[src/rtl/regfile_writeback_queue.sv]
// In-order writeback queue feeding the single register file write port.
// Optional bypass of pending write data to the decode read ports: define WBQ_BYPASS_EN.
module regfile_writeback_queue #(
  parameter int dataW = 32,
  parameter int addrW = 5,
  parameter int DEPTH = 4
) (
  input  logic                         clock,
  input  logic                         reset,
  input  logic                         WbValid,
  output logic                         WbReady,
  input  logic [addrW-1:0]             WbAddr,
  input  logic [dataW-1:0]             WbData,
  input  logic                         RegPortBusy,
  output logic                         RegWriteControl,
  output logic [addrW-1:0]             RegWriteAddr,
  output logic [dataW-1:0]             RegDataIn,
  input  logic [addrW-1:0]             RdAddr1,
  input  logic [addrW-1:0]             RdAddr2,
  output logic                         BypassHit1,
  output logic                         BypassHit2,
  output logic [dataW-1:0]             BypassData1,
  output logic [dataW-1:0]             BypassData2,
  output logic [$clog2(DEPTH+1)-1:0]   Count,
  output logic                         Empty
);

  localparam int PtrW = $clog2(DEPTH);
  localparam int CntW = $clog2(DEPTH+1);

  logic [addrW-1:0] entryAddr_q [DEPTH];
  logic [dataW-1:0] entryData_q [DEPTH];
  logic [DEPTH-1:0] entryValid_q;
  logic [PtrW-1:0]  wrPtr_q, wrPtr_d;
  logic [PtrW-1:0]  rdPtr_q, rdPtr_d;
  logic [CntW-1:0]  count_q, count_d;
  logic             push;
  logic             pop;

  assign Count   = count_q;
  assign Empty   = (count_q == '0);
  assign WbReady = (count_q < CntW'(DEPTH));

  // Writes to x0 complete the handshake but are dropped here.
  assign push = WbValid && WbReady && (WbAddr != '0);
  assign pop  = RegWriteControl;

  assign RegWriteControl = !Empty && !RegPortBusy && !reset;
  assign RegWriteAddr    = Empty ? '0 : entryAddr_q[rdPtr_q];
  assign RegDataIn       = Empty ? '0 : entryData_q[rdPtr_q];

  always_comb begin
    wrPtr_d = wrPtr_q;
    rdPtr_d = rdPtr_q;
    count_d = count_q;
    if (push) begin
      wrPtr_d = wrPtr_q + 1'b1;
    end
    if (pop) begin
      rdPtr_d = rdPtr_q + 1'b1;
    end
    case ({push, pop})
      2'b10:   count_d = count_q + 1'b1;
      2'b01:   count_d = count_q - 1'b1;
      default: count_d = count_q;
    endcase
  end

  always_ff @(posedge clock) begin
    if (reset) begin
      wrPtr_q      <= '0;
      rdPtr_q      <= '0;
      count_q      <= '0;
      entryValid_q <= '0;
    end else begin
      wrPtr_q <= wrPtr_d;
      rdPtr_q <= rdPtr_d;
      count_q <= count_d;
      // Push and pop never hit the same slot: that would need a full queue accepting.
      if (push) begin
        entryValid_q[wrPtr_q] <= 1'b1;
      end
      if (pop) begin
        entryValid_q[rdPtr_q] <= 1'b0;
      end
    end
  end

  always_ff @(posedge clock) begin
    if (push) begin
      entryAddr_q[wrPtr_q] <= WbAddr;
      entryData_q[wrPtr_q] <= WbData;
    end
  end

`ifdef WBQ_BYPASS_EN
  logic [PtrW-1:0] scanIdx;

  // Scan oldest to youngest so the last match wins.
  always_comb begin
    BypassHit1  = 1'b0;
    BypassHit2  = 1'b0;
    BypassData1 = '0;
    BypassData2 = '0;
    scanIdx     = '0;
    for (int k = 0; k < DEPTH; k++) begin
      scanIdx = rdPtr_q + PtrW'(k);
      if (entryValid_q[scanIdx] && (RdAddr1 != '0) && (entryAddr_q[scanIdx] == RdAddr1)) begin
        BypassHit1  = 1'b1;
        BypassData1 = entryData_q[scanIdx];
      end
      if (entryValid_q[scanIdx] && (RdAddr2 != '0) && (entryAddr_q[scanIdx] == RdAddr2)) begin
        BypassHit2  = 1'b1;
        BypassData2 = entryData_q[scanIdx];
      end
    end
  end
`else
  logic unusedBypassInputs;

  assign BypassHit1         = 1'b0;
  assign BypassHit2         = 1'b0;
  assign BypassData1        = '0;
  assign BypassData2        = '0;
  assign unusedBypassInputs = ^{RdAddr1, RdAddr2, entryValid_q};
`endif

endmodule

[config.mk]
export PLATFORM = sky130hd
export DESIGN_NAME = regfile_writeback_queue
export DESIGN_NICKNAME = d
export VERILOG_FILES = /design/src/rtl/regfile_writeback_queue.sv
export SDC_FILE = /design/constraint.sdc
export NUM_CORES = 1
export LEC_CHECK = 0
export CAP_MARGIN = 20
export CORE_UTILIZATION = 50
export DETAILED_ROUTE_END_ITERATION = 8
export DONT_BUFFER_PORTS = 1
export GPL_ROUTABILITY_DRIVEN = 0
export PLACE_DENSITY = 0.7
export SYNTH_ARGS = -nofsm -noshare
export SYNTH_HDL_FRONTEND = slang
export SYNTH_SLANG_ARGS = --single-unit
[constraint.sdc]
create_clock -name clock -period 2.6 [get_ports clock]
set_clock_uncertainty 0.05 [all_clocks]
set_input_delay 0.65 -clock clock [delete_from_list [all_inputs] [get_ports clock]]
set_output_delay 0.65 -clock clock [all_outputs]
set_load 0.05 [all_outputs]
# --- After elaboration in Yosys (flattened, before gate mapping) ---
# Memory sizes are Yosys's and may differ from the RTL's. A register that Yosys moved wholly into a read port is not among the register bits.
# Index checks and enable logic that the tools add are counted.
classes:
  eq_ne: 2
  add_sub_neg: 4
  n_mux: 9
  magnitude_cmp: 1
  n_reduce_logical: 10
ops:
  columns: ["operator", "count"]
  rows:
  - ["32-bit 2-to-1 mux", 1]
  - ["2-bit 2-to-1 mux", 4]
  - ["3-bit one-hot mux with 2 select lines", 1]
  - ["5-bit 2-to-1 mux", 1]
  - ["5-bit nonzero test", 1]
  - ["2-bit by 1-bit adder with 2-bit output (second input constant)", 2]
  - ["1-bit logical AND", 4]
  - ["3-bit by 1-bit adder with 3-bit output (second input constant)", 1]
  - ["1-bit logical NOT", 3]
  - ["3-bit logical NOT", 1]
  - ["3-bit < comparator (second input constant)", 1]
  - ["3-bit by 1-bit subtractor with 3-bit output (second input constant)", 1]
  - ["2-bit by 1-bit == test with 1-bit output (second input constant)", 1]
  - ["2-bit == test (second input constant)", 1]
  - ["1-bit 2-to-1 mux", 2]
  - ["2-bit nonzero test", 1]
totals:
  output_inout_bits: 109
  input_bits: 51
  memories: 2
  elab_cells: 31
  reg_bits: 7
  ramBits: 148
mem_list:
  columns: ["memory", "depth", "width", "read_ports", "rd_clocked_by_memory_dff", "wr", "line", "text"]
  rows:
  - ["entryData_q", 4, 32, 1, 1, 1, "32", "logic [dataW-1:0] entryData_q [DEPTH];"]
  - ["entryAddr_q", 4, 5, 1, 1, 1, "31", "logic [addrW-1:0] entryAddr_q [DEPTH];"]

# --- Longest topological paths before layout ---
# Gate-level depths: netlist (run 1).
depth:
  ltp_word: 6
  depth_mapped: 9
  mapped_depth_nobuf: 9

# --- Worst setup path after synthesis (run 1) ---
# Ideal clock, no wire load.
synth_timing:
  kind: "reg2reg"
  from: "reg count_q[2] (netlist: Count[2])"
  to: "reg count_q[2] (netlist: Count[2])"
  synth_period_minus_slack_ps: 3930
  required_ps: 2480
  n_path_buf: 1
  setup_slack_ps: -1330
  arrival_time_ps: 3810
  stages_incl_launch_ff: 10
  setup_ps: 70
  cell_sequence: "dfxtp_1 > nor3_2 > clkbuf_1 > nor3_1 > ha_1 > inv_1 > fa_1 > xor2_1 > or3_1 > a21oi_1"
synth_between:
  elab_chain_len: 6
  word_cells_on_any_way: 13
  classes_between: "add/sub (2); order compare (1); eq/ne (2); mux (1); reduce/logical (7)"
synth_rtl:
  columns: ["element", "line", "text"]
  rows:
  - ["from (decl)", "36", "logic [CntW-1:0] count_q, count_d;"]
  - ["from (signal assigned)", "78", "count_q <= count_d;"]
  - ["3-bit logical NOT (*)", "41", "assign Empty = (count_q == '0);"]
  - ["net Empty", "25", "output logic Empty"]
  - ["1-bit logical NOT (*)", "48", "assign RegWriteControl = !Empty && !RegPortBusy && !reset;"]
  - ["1-bit logical AND (*) (2 in series)", "48", null]
  - ["net RegWriteControl", "15", "output logic RegWriteControl,"]
  - ["2-bit by 1-bit == test with 1-bit output / 2-bit == test (equally long branches)", "62", "case ({push, pop})"]
  - ["3-bit one-hot mux with 2 select lines / 2-bit nonzero test (equally long branches)", null, null]
# Mark *: on every way through the listed nets, which the timed path passes. The rest lies on a longest branch.
# A chain may end at the register's enable or synchronous reset.

==> results of run 1 <==
power by group:
| group | leakage [nW] | internal, mW | switching (mW) |
|---|---|---|---|
| clock | 0.278 | 1.50 | 0.935 |
| sequential | 1.43 | 2.97 | 0.113 |
| combinational | 0.923 | 0.891 | 1.67 |
registers in the layout (all words and copies together), names as in the netlist, named ones only:
register	cells
wrPtr_q	2
entryData_q	128
entryAddr_q	20
rdPtr_q	2
Count	3
final timing paths:
kind	startpoint	to	slack [ps]	cells past startpoint
worst min register to register	rdPtr_q[1]	register	430	2
worst max register to register	Count[2]	entryData_q[1][20]	300	4
worst max-delay path	register	RegDataIn[13]	30	4
worst min-delay path	reset	Count[2]	240	1
placed cells by master (no fill, tap or decap), types with 2 or more instances in the layout:
master / synthesis / final
a2111oi_0: 2 / 2
a21oi_1: 6 / 6
a311o_1: 2 / 2
and2_2: 0 / 4
and4_1: 2 / 2
buf_12: 0 / 2
buf_4: 66 / 11
buf_6: 4 / 34
bufinv_16: 0 / 3
clkbuf_1: 5 / 3
clkbuf_16: 0 / 17
clkinv_2: 0 / 4
clkinvlp_4: 0 / 3
conb_1: 1 / 66
dfxtp_1: 9 / 4
dfxtp_4: 0 / 4
edfxtp_1: 148 / 148
ha_1: 5 / 4
inv_1: 9 / 9
mux4_2: 37 / 37
nand2b_1: 2 / 2
nor2_1: 4 / 4
nor2b_1: 37 / 33
nor2b_4: 0 / 3
nor3_4: 0 / 2
o21ai_0: 2 / 2
or3_1: 3 / 3
xor2_1: 2 / 2
layer usage:
layer  vias up  routed length [µm]  share of wire (%)
met5         -                   0                  0
met4         0                 160                1.5
met3        15                 922                8.6
met2       136                5470                 51
met1      1468                4110                 39
li1       1344                   -                  -
cell families after synthesis:
family	Yosys count	synth area share, %
DFF	157	70.1
buffers and inverters	88	9.29
and+or+nand+nor	55	5.16
muxes	37	12.6
AOI/OAI and AO/OA	13	1.25
adders and majority gates	6	1.25
xor gates and xnor gates	2	0.266
other	1	0.0568
through the flow:
| stage | hold slack, ps | cells | total power, mW | worst slack [ps] |
|---|---|---|---|---|
| after floorplan | 411 | 424 | 5.01 | -22.1 |
| after global placement | 424 | 563 | 5.47 | 171 |
| after detailed placement | 431 | 563 | 5.49 | 142 |
| after CTS | 221 | 597 | 8.09 | -15.4 |
| after global routing | 223 | 597 | 8.39 | -35.4 |
| final | 237 | 597 | 8.09 | 29.7 |
layout make-up:
cell class | instances | area share [%]
Multi-Input combinational cell | 179 | 21.6
Clock inverter | 12 | 1.89
Tap cell | 172 | 2.81
Clock buffer | 20 | 5.70
Sequential cell | 157 | 60.6
Timing Repair Buffer | 48 | 6.96
Inverter | 9 | 0.441
worst register-to-register path, cell delays in order, from the launching register on:
cell      delay, ps
dfxtp_4         420
nand2b_1        230
a21oi_1         200
buf_4           150
and2_2          840
timing repair:
item | CTS | global route
cloned | 1 | 0
buffers inserted | 1 | 0
endpoints found under the setup margin | 34 | 33
endpoints found under the hold margin | 0 | 0
pin swaps | 0 | 0
gates resized for setup | 30 | 16
==> flow_summary.toml, run 1 <==
[sta]
max_freq_mhz = 389
setup_viol = 0
hold_viol_final = 0
timing.setup.tns_ps = 0
rsz0062_at_grt = "true"
tightest_slew_ps = 1050
drv_slew = 0
period_needed_ps = 2570
period_share_pct = 98.9
max-slew-margin-rel_pct = 29.8

[worst_setup_path]
required_ps = 1900
cp_slowest_cell = "mux4_2"
endpoint_kind = "output pin"
worstPathMaxFanout = 11
setup.worst_path.class = "register to output pin"
path_cells = "buf_12, mux4_2, nor2b_1, buf_6"
cp-start-kind = "register"
worst_ep_arrival_time_ps = 1870
crit_family = "multiplexers"
crit_buf_inv = 2
slowest_delay_ps = 510

[die]
fp.dieH_um = 117
io_pins = 160
num_rows = 41
start_util_pct = 51.9
die-area_um2 = 13700
die_x_um = 117
core_area_um2 = 12700

[routing]
ant_nets = 0
drc_errors = 0
wire_per_inst_um = 17.9
drt_wl_total_mm = 10.7
viasPerCell = 4.96
initialDrtViolationCount = 151
first_pass_iters = 4
vias = 2963

[clock_network]
clk_pin_slew_ps = 60
clockBufferDepth = 2
cts_max_level = 4
clk_latency_ps = 420
clock_tree.root_cell = "clkbuf_16"
cts_buffers = 17
cts_tree = "yes"
cts_hold_buf = 0
clock_sinks = 157

[global_routing]
grt_pass1_wl_mm = 16.4
grt-ovfl-total = 0
grt_max_degree = 38
grtUsageMet3_pct = 6.69
grtUsageMet2_pct = 29.5
grtUsageTotal_pct = 17.4
antenna_found_initial = 0
grt_pass1_vias = 3053
grt.busiest_layer = "met2"
met1_usage_pct = 19.8

[logic_synthesis]
ys_seq_elements = 157
syn_area_um2 = 6600
synth_cell_type_count = 26
synth_area_leaders = "edfxtp_1 (67%), mux4_2 (13%), buf_4 (7.5%)"
synthCells = 359
synth_area_per_cell_um2 = 18.4
synth_top_area_share_pct = 67.4
yosys-top-cells-count = "edfxtp_1 (148), buf_4 (66), mux4_2 (37), nor2b_1 (37)"
yosysMostFrequentCell = "edfxtp_1"
ys_seq_area_share_pct = 70.1
synth_edf_count = 148
async_reset_ff_share_pct = 0
yosys.area.top_type = "edfxtp_1"
yosysWarnings = 0
synthFlopType = "edfxtp_1"

[final_layout]
final_util_pct = 60.2
layout-drive-gt1-share_pct = 30.6
syn_to_final_growth_pct = 16.1
multi_input_area_um2 = 1660
fillCellCount = 907
seq_area_um2 = 4640
nNetsFinal = 469
fin_area_um2 = 7660
n_antenna_cell = 0

[placement]
hpwl_mm = 6.31
placed_area_um2 = 6880
port_buffers = 0

[power]
power_density_nw_per_um2 = 1060
peakVddDrop_v = 0.000539
power_leakage_nw = 2.64

[outcome]
status = "finished clean"

[run]
max_cap_viol_count = 0

[hold_path]
hold_path.class = "primary input to register"
Note: power is estimated with default switching activity, not from simulation.
==> run 2: changes to the inputs <==
==> constraint.sdc (replaced) <==
create_clock -name clock -period 3.3 [get_ports clock]
set_clock_uncertainty 0.05 [all_clocks]
set_input_delay 0.825 -clock clock [delete_from_list [all_inputs] [get_ports clock]]
set_output_delay 0.825 -clock clock [all_outputs]
set_load 0.05 [all_outputs]
==> flow_summary.toml, run 2 (synthesis results as in run 1) <==
[sta]
period_needed_ps = 2990
hold_viol_final = 0
rsz0062_at_grt = "false"
tightest_slew_ps = 830
setup_viol = 0
max-slew-margin-rel_pct = 44.5
drv_slew = 0
hold_ws_ps = 417
max_freq_mhz = 334
period_share_pct = 90.6
timing.setup.tns_ps = 0

[final_layout]
n_antenna_cell = 0
final_cell_mix = "edfxtp_1 (148), conb_1 (66), buf_4 (53)"
syn_to_final_growth_pct = 13.4
largest_register = "entryData_q"
final_common_cell = "edfxtp_1"
largest_register_ffs = 128
fillCellCount = 934
layout-drive-gt1-share_pct = 29.5
nNetsFinal = 475

[die]
die_x_um = 117
num_rows = 41
fp.dieH_um = 117
start_util_pct = 51.9
io_pins = 160
core_area_um2 = 12700
die-area_um2 = 13700

[routing]
maxUsedRoutingLayer = "met4"
dr_wl_met3_um = 851
initialDrtViolationCount = 173
viasPerCell = 5.04
ant_nets = 0
routed-wl-met2_mm = 5.68
wire_per_inst_um = 17.9
drt_wl_total_mm = 10.8
met1_length_mm = 4.11
vias = 3042
drc_errors = 0
first_pass_iters = 4

[global_routing]
grt-ovfl-total = 0
grt_pass1_vias = 3030
grt_max_degree = 29
grt_pass1_wl_mm = 16.3
antenna_found_initial = 0
grtUsageTotal_pct = 17.3

[clock_network]
cts_max_level = 4
clock_tree.root_cell = "clkbuf_16"
clk_latency_ps = 410
clk_pin_slew_ps = 60
cts_buffers = 17
clockBufferDepth = 2
post_cts_resized = 0
cts_hold_buf = 0
cts_tree = "yes"
clock_sinks = 157
post-cts-setup-buffers = 0

[outcome]
status = "finished clean"

[worst_setup_path]
required_ps = 2420
path_cells = "buf_4, mux4_2, nor2b_1, buf_4"
crit_family = "flip-flops"
worstPathMaxFanout = 17
worst_ep_arrival_time_ps = 2110
cp-start-kind = "register"
cpMostUsedCell = "buf_4"
cp_slowest_cell = "dfxtp_2"
endpoint_kind = "output pin"
setup.worst_path.class = "register to output pin"
crit_buf_inv = 2
slowest_delay_ps = 600

[placement]
port_buffers = 0
hpwl_mm = 6.78

[power]
p_sw_share_pct = 34.2
power_leakage_nw = 2.61
clkPwrFrac_pct = 29.7
switchingPower_mw = 2.08
peakVddDrop_v = 0.000744
p_int_mw = 4.01
pwr-share-seq_pct = 39.1
combPwrFrac_pct = 31.2
power_density_nw_per_um2 = 815

[run]
max_cap_viol_count = 0

[hold_path]
hold_path.class = "primary input to register"
run 2: final timing paths:
kind	to	slack, ps	start	cells past startpoint
setup / recovery	RegDataIn[23]	310	register	4
hold / removal	register	420	reset	1
setup reg to reg	Count[2]	910	Count[2]	10
hold reg to reg	register	430	rdPtr_q[1]	2
run 2: power groups by stage:
stage | logic, mW | registers, mW | clock network (mW)
6_report | 1.90 | 2.38 | 1.81
5_1_grt | 2.02 | 2.39 | 1.93
4_1_cts | 1.94 | 2.38 | 1.86
3_5_place_dp | 1.93 | 2.42 | 0
3_3_place_gp | 1.92 | 2.41 | 0
2_1_floorplan | 1.48 | 2.44 | 0
run 2: final cells by class:
cell class / instances / area [µm²] / share of cell area (%)
Inverter: 9 / 33.8 / 0.452
Tap cell: 172 / 215 / 2.88
Clock buffer: 19 / 433 / 5.79
Timing Repair Buffer: 54 / 418 / 5.59
Clock inverter: 13 / 125 / 1.67
Multi-Input combinational cell: 179 / 1630 / 21.8
Sequential cell: 157 / 4630 / 61.9
run 2: metal layers:
metal | global-route usage, % | up-vias
met2 | 29.7 | 112
met1 | 18.8 | 1561
met4 | 7.76 | 0
met3 | 7.26 | 16
met5 | 0 | -
li1 | - | 1353
run 2: metrics by stage:
stage	cells	utilization, %	area [µm²]	setup WS, ps	power (mW)
after floorplan	424	-	6850	90.5	3.92
after global placement	571	54.4	6920	469	4.33
after detailed placement	571	54.4	6920	373	4.35
after CTS	603	58.8	7480	253	6.17
after global routing	603	58.8	7480	229	6.34
final	603	58.8	7480	310	6.09
==> run 3: changes to the inputs <==
--- a/config.mk
+++ b/config.mk
@@ -5,12 +5,16 @@
 export SDC_FILE = /design/constraint.sdc
 export NUM_CORES = 1
 export LEC_CHECK = 0
+export ABC_CLOCK_PERIOD_IN_PS = 3300
 export CAP_MARGIN = 20
+export CELL_PAD_IN_SITES_DETAIL_PLACEMENT = 1
+export CELL_PAD_IN_SITES_GLOBAL_PLACEMENT = 1
 export CORE_UTILIZATION = 50
+export CTS_CLUSTER_DIAMETER = 200
 export DETAILED_ROUTE_END_ITERATION = 8
 export DONT_BUFFER_PORTS = 1
 export GPL_ROUTABILITY_DRIVEN = 0
-export PLACE_DENSITY = 0.7
+export PLACE_DENSITY = 0.81
 export SYNTH_ARGS = -nofsm -noshare
 export SYNTH_HDL_FRONTEND = slang
 export SYNTH_SLANG_ARGS = --single-unit
==> flow_summary.toml, run 3 (synthesis results as in run 1) <==
[global_routing]
grt_pass1_wl_mm = 17.4
grt_pass1_vias = 3220
grtUsageTotal_pct = 18.5
grt-ovfl-total = 0
grt_max_degree = 44
antenna_found_initial = 0

[final_layout]
layout-drive-gt1-share_pct = 28.7
n_antenna_cell = 0
fin_area_um2 = 7550
final_cell_mix = "edfxtp_1 (148), conb_1 (66), buf_4 (45)"
largest_register_ffs = 128
largest_register = "entryData_q"
nNetsFinal = 469
syn_to_final_growth_pct = 14.5
final_common_cell = "edfxtp_1"

[worst_setup_path]
r2r.worst_path.cells = 9
cp-start-kind = "register"
slowest_delay_ps = 550
crit_buf_inv = 2
setup.worst_path.class = "register to output pin"
cp_slowest_cell = "mux4_2"
path_cells = "buf_4, mux4_2, nor2b_1, buf_4"
cpMostUsedCell = "buf_4"
critical_path_cell_count = 4
required_ps = 2420
endpoint_kind = "output pin"
worstPathMaxFanout = 11
crit_family = "multiplexers"
worst_ep_arrival_time_ps = 2120

[sta]
period_needed_ps = 2990
hold_viol_final = 0
drv_slew = 0
tightest_slew_ps = 674
max-slew-margin-rel_pct = 55.0
rsz0062_at_grt = "false"
setup_viol = 0
period_share_pct = 90.6
max_freq_mhz = 334
timing.setup.tns_ps = 0

[routing]
drt_wl_total_mm = 11.7
initialDrtViolationCount = 170
first_pass_iters = 4
vias = 3048
ant_nets = 0
viasPerCell = 5.11
drc_errors = 0
wire_per_inst_um = 19.7

[power]
power_density_nw_per_um2 = 853
power_leakage_nw = 2.63
power_mw = 6.44
peakVddDrop_v = 0.000521

[clock_network]
cts_max_level = 4
clk_latency_ps = 420
post_cts_resized = 0
cts_tree = "yes"
cts_hold_buf = 0
clock_tree.root_cell = "clkbuf_16"
post-cts-setup-buffers = 0
clockBufferDepth = 2
clock_sinks = 157
clk_pin_slew_ps = 60
cts_buffers = 17

[placement]
placed_area_um2 = 6900
port_buffers = 0
hpwl_mm = 7.20

[hold_path]
hold_path.class = "primary input to register"
whs_path_depth = 1

[die]
fp.dieH_um = 117
core_area_um2 = 12700
start_util_pct = 51.9
io_pins = 160
die_x_um = 117
num_rows = 41
die-area_um2 = 13700

[outcome]
status = "finished clean"

[run]
max_cap_viol_count = 0
## run 3: layout make-up
cell class | instances | area, µm²
Tap cell | 172 | 215
Multi-Input combinational cell | 179 | 1630
Clock buffer | 18 | 429
Sequential cell | 157 | 4630
Timing Repair Buffer | 48 | 398
Fill cell | 1134 | 5170
Inverter | 9 | 33.8
Clock inverter | 14 | 223
## run 3: stage by stage
step	util (%)	setup slack [ps]	instances	hold slack (ps)
2_1_floorplan	-	90.5	424	415
3_3_place_gp	54.3	497	565	411
3_5_place_dp	54.3	345	565	435
4_1_cts	59.4	230	597	395
5_1_grt	59.4	190	597	396
6_report	59.4	309	597	413
## run 3: final timing paths
kind,startpoint,endpoint,slack (ps)
max,register,RegWriteAddr[2],310
min,reset,Count[2],410
max reg2reg,Count[2],Count[2],610
min reg2reg,rdPtr_q[1],register,440
## run 3: power breakdown
group / switching (mW) / internal (mW) / total, mW
combinational: 1.31 / 0.582 / 1.89
clock: 0.741 / 1.41 / 2.15
sequential: 0.0718 / 2.34 / 2.41
## run 3: per-layer routing
metal  part of all wire (%)  track usage (%)
met1                     37             20.0
met2                     55             32.9
met3                    6.2             6.33
met4                    1.7             8.61
met5                      0                0
## run 3: worst register-to-register path, stage by stage (launching register included)
cell	delay, ps
dfxtp_1	750
nor3_4	110
buf_12	240
nor3_4	180
ha_1	220
inv_1	70
fa_1	380
xor2_1	170
or3_1	320
a21oi_1	140
